**config.mk**
```make
export PLATFORM = sky130hd
export DESIGN_NAME = rcs_jet_driver
export DESIGN_NICKNAME = d
export VERILOG_FILES = /design/src/rtl/rcs_jet_driver.sv
export SDC_FILE = /design/constraint.sdc
export NUM_CORES = 1
export LEC_CHECK = 0
export ABC_AREA = 1
export BUFFER_PORTS_ARGS = -buffer_cell sky130_fd_sc_hd__clkbuf_2
export CAP_MARGIN = 30
export CORE_UTILIZATION = 55
export DETAILED_ROUTE_END_ITERATION = 10
export GPL_ROUTABILITY_DRIVEN = 0
export PLACE_DENSITY = 0.72
export REMOVE_ABC_BUFFERS = 1
export SYNTH_ARGS = -nofsm -noshare
export SYNTH_HDL_FRONTEND = slang
export SYNTH_SLANG_ARGS = --single-unit
```
**constraint.sdc**
```tcl
create_clock -name CLOCK -period 3.8 [get_ports CLOCK]
set_input_delay 0.38 -clock CLOCK [delete_from_list [all_inputs] [get_ports CLOCK]]
set_output_delay 0.38 -clock CLOCK [all_outputs]
set_load 0.01 [all_outputs]
```
**src/rtl/rcs_jet_driver.sv**
```systemverilog
// rcs_jet_driver: per-jet solenoid drive with minimum on/off times, global inhibit and firing counters
module rcs_jet_driver #(
  parameter int MIN_ON  = 16,
  parameter int MIN_OFF = 8,
  parameter int TW      = 8
) (
  input  logic        CLOCK,
  input  logic        rst,
  input  logic [15:0] JET_CMD,
  input  logic        JET_INH,
  input  logic        CNT_CLR,
  input  logic [3:0]  FIRE_SEL,
  output logic [15:0] JET_OUT,
  output logic [7:0]  FIRE_CNT
);
  typedef enum logic [1:0] {OFF, ON, HOLD} state_e;
  logic [15:0][7:0] cnt_all;
  genvar i;
  for (i = 0; i < 16; i++) begin : g_jet
    state_e        st_q, st_d;
    logic [TW-1:0] tm_q, tm_d;
    logic [7:0]    cnt_q, cnt_d;
    logic          fire, stop;
    always_comb begin
      fire  = st_q == OFF && JET_CMD[i] && !JET_INH;
      // inhibit cuts a firing short; otherwise turn-off waits for the on-timer to expire
      stop  = st_q == ON && (JET_INH || (tm_q == '0 && !JET_CMD[i]));
      st_d  = fire ? ON : stop ? HOLD : (st_q == HOLD && tm_q == '0) ? OFF : st_q;
      tm_d  = fire ? TW'(MIN_ON - 1) : stop ? TW'(MIN_OFF - 1) : tm_q != '0 ? tm_q - TW'(1) : tm_q;
      cnt_d = CNT_CLR ? 8'd0 : (fire && cnt_q != 8'hFF) ? cnt_q + 8'd1 : cnt_q;
    end
    always_ff @(posedge CLOCK) begin
      if (rst) begin
        st_q  <= OFF;
        tm_q  <= '0;
        cnt_q <= 8'd0;
      end else begin
        st_q  <= st_d;
        tm_q  <= tm_d;
        cnt_q <= cnt_d;
      end
    end
    assign JET_OUT[i] = st_q == ON;
    assign cnt_all[i] = cnt_q;
  end
  assign FIRE_CNT = cnt_all[FIRE_SEL];
endmodule

```
==> impl_metrics.json <==
{
  "finClkSkew_ns": 0.0160,
  "arrival_ns": 2.02,
  "ant_nets": 0,
  "final_util_pct": 62.2,
  "cts_buffer_depth": 3,
  "min_path_type": "in -> reg",
  "p_int_w": 0.00739,
  "yosys_warnings": 0,
  "min_period_ns": 2.40,
  "clkLatencyLatePin_ns": 0.50,
  "swShare_pct": 38.7,
  "async_flop_share_pct": 0,
  "drc": 0,
  "cts_setup_buffers": 0,
  "areaGrowthSynthToFinish_pct": 10.3,
  "hold_violations": 0,
  "holdWs_ns": 0.230,
  "ys_seq_elements": 288,
  "drt_iter0_drc": 1121,
  "dpl_worst_slack_ns": 1.48,
  "start_util_pct": 56.4,
  "synth-main-ff-cell": "dfxtp_1",
  "cts_max_level": 2,
  "netlist_area_um2": 16400,
  "avgSynthCellArea_um2": 6.47,
  "slew_headroom_pct": 29.6,
  "rows": 62,
  "critPathCaptureType": "output pin",
  "totalWireLength_um": 38300,
  "io_buffers": 47,
  "critPathKind": "in -> out",
  "irDropWorstVdd_mv": 0.475,
  "mostFrequentLayoutCell": "nand2_1",
  "grt_max_degree": 129,
  "grt_pass1_wl_um": 65500,
  "finalCritPeriodShare_pct": 63.2,
  "r2r_cells": 8,
  "core_um2": 29000,
  "die_w_um": 174,
  "fin_nets": 2633,
  "track_usage_pct": 25.3,
  "worstSetupStartpoint": "FIRE_SEL[0]",
  "power.leakage_nw": 8.28,
  "ctsResizeCount": 0,
  "dpl.cell_count": 2909,
  "hold_depth": 3,
  "drv_slew": 0,
  "start_kind": "primary input",
  "clkTransAtPathRegs_ns": 0.06,
  "path_max_fanout": 128,
  "synth_cells": 2530,
  "overflow": 0,
  "cts_sinks": 288,
  "synth_seq_area_share_pct": 35.2,
  "cp.required_ns": 3.42,
  "fin_ws_ns": 1.40,
  "synth.distinct_cells": 35,
  "p_per_area_nw_per_um2": 668,
  "synth_edf_count": 0,
  "seqPwrFrac_pct": 33.8,
  "cts_made_buffers": 34,
  "pwr-share-clk_pct": 27.3,
  "antenna_found_initial": 0,
  "layout_common_cells": "nand2_1 (673), inv_1 (363), dfxtp_1 (288)",
  "power_frac_comb_pct": 38.9,
  "drt-wirelength-per-cell_um": 12.9,
  "status": "finished, final reports clean",
  "tns_ns": 0,
  "tightestPinTransition_ns": 1.06,
  "p_sw_w": 0.00467,
  "min_from": "JET_CMD[15]",
  "cts_root_buf": "clkbuf_16",
  "num_vias": 15700,
  "final_cells": 2968,
  "setup_violations": 0,
  "io_pins": 48,
  "max_freq_ghz": 0.416,
  "maxCapViolCount": 0,
  "drive_above_1_share_pct": 6.08,
  "cts_tree": "done",
  "vias_per_cell": 5.30,
  "dieHeight_um": 174,
  "postCtsHoldBufs": 0,
  "rsz0062_at_grt": "false",
  "grt_pass1_vias": 14500,
  "r2r-start": "g_jet[11].tm_q[0]$_SDFFE_PP0P_",
  "insertedDiodeCount": 0,
  "hpwlAfterDp_um": 27400,
  "drt_first_pass_iters": 6,
  "dieArea_um2": 30400
}
==> power by group through the flow <==
stage | registers (W) | logic (W) | clock network (W)
after global placement | 0.00411 | 0.00451 | 0
after CTS | 0.00408 | 0.00468 | 0.00336
after detailed placement | 0.00413 | 0.00464 | 0
after global routing | 0.00416 | 0.00552 | 0.00348
final | 0.00408 | 0.00469 | 0.00330
after floorplan | 0.00404 | 0.00380 | 0
==> sequential cells by signal (all words and copies together), names as in the netlist <==
signal and cells:
g_jet.tm_q 128, g_jet.st_q 32, g_jet.cnt_q 128
==> logic make-up (layout without fill, tap and decap cells) <==
kind of cell             Yosys count  count (layout)  synth area share, %
XOR/XNOR                          91              91                 4.87
buffers and inverters            432             486                 10.2
AND/OR/NAND/NOR                 1268            1268                 33.0
adder cells (fa/ha/maj)           48              48                 3.67
AO/OA/AOI/OAI                    403             403                 13.0
flip-flops                       288             288                 35.2
==> per-stage QoR <==
step | instance area (um^2) | power, W
floorplan | 16100 | 0.00784
global placement | 16900 | 0.00863
detailed placement | 16900 | 0.00877
CTS | 18100 | 0.0121
global route | 18100 | 0.0132
finish | 18100 | 0.0121
==> per-layer routing <==
layer	vias to the layer above	wire length, um	GRT usage (%)
met5	-	0	0
met4	0	783	7.09
met3	64	2290	3.57
met2	358	17500	42.3
met1	7163	17800	34.0
li1	8156	-	-
==> critical path: stages <==
cell	delay [ns]
buf_4	0.76
o21ai_0	0.34
nand3_1	0.14
nand3_1	0.08
nand2_1	0.12
clkbuf_2	0.14
==> area by class of cell <==
type / count / area, um^2
clock buffers: 52 / 1090
clock inverters: 7 / 67.6
fillers: 2709 / 11000
inverters: 375 / 1410
multi-input cells: 1810 / 8940
flip-flops and latches: 288 / 5770
well taps: 384 / 480
repair buffers: 52 / 300
==> cell usage after synthesis (13+ instances only) <==
library cell / number / area (um^2)
nand2_1: 673 / 2530
inv_1: 363 / 1360
dfxtp_1: 288 / 5770
nor2_1: 267 / 1000
a21oi_1: 228 / 1140
nand3_1: 220 / 1100
o21ai_0: 121 / 606
xor2_1: 78 / 683
nand4_1: 57 / 357
ha_1: 48 / 601
o211ai_1: 40 / 300
clkbuf_1: 32 / 120
buf_2: 19 / 95.1
nand2_2: 18 / 113
xnor2_1: 13 / 114
==> path summary, 6_finish.rpt <==
kind	end	slack [ns]
max reg2reg	g_jet[11].tm_q[2]$_SDFFE_PP0P_	2.06
min	g_jet[15].tm_q[3]$_SDFFE_PP0P_	0.23
min reg2reg	g_jet[2].st_q[0]$_SDFFE_PP0P_	0.48
max	FIRE_CNT[2]	1.40
No activity file was read; power rests on OpenSTA's default activity.
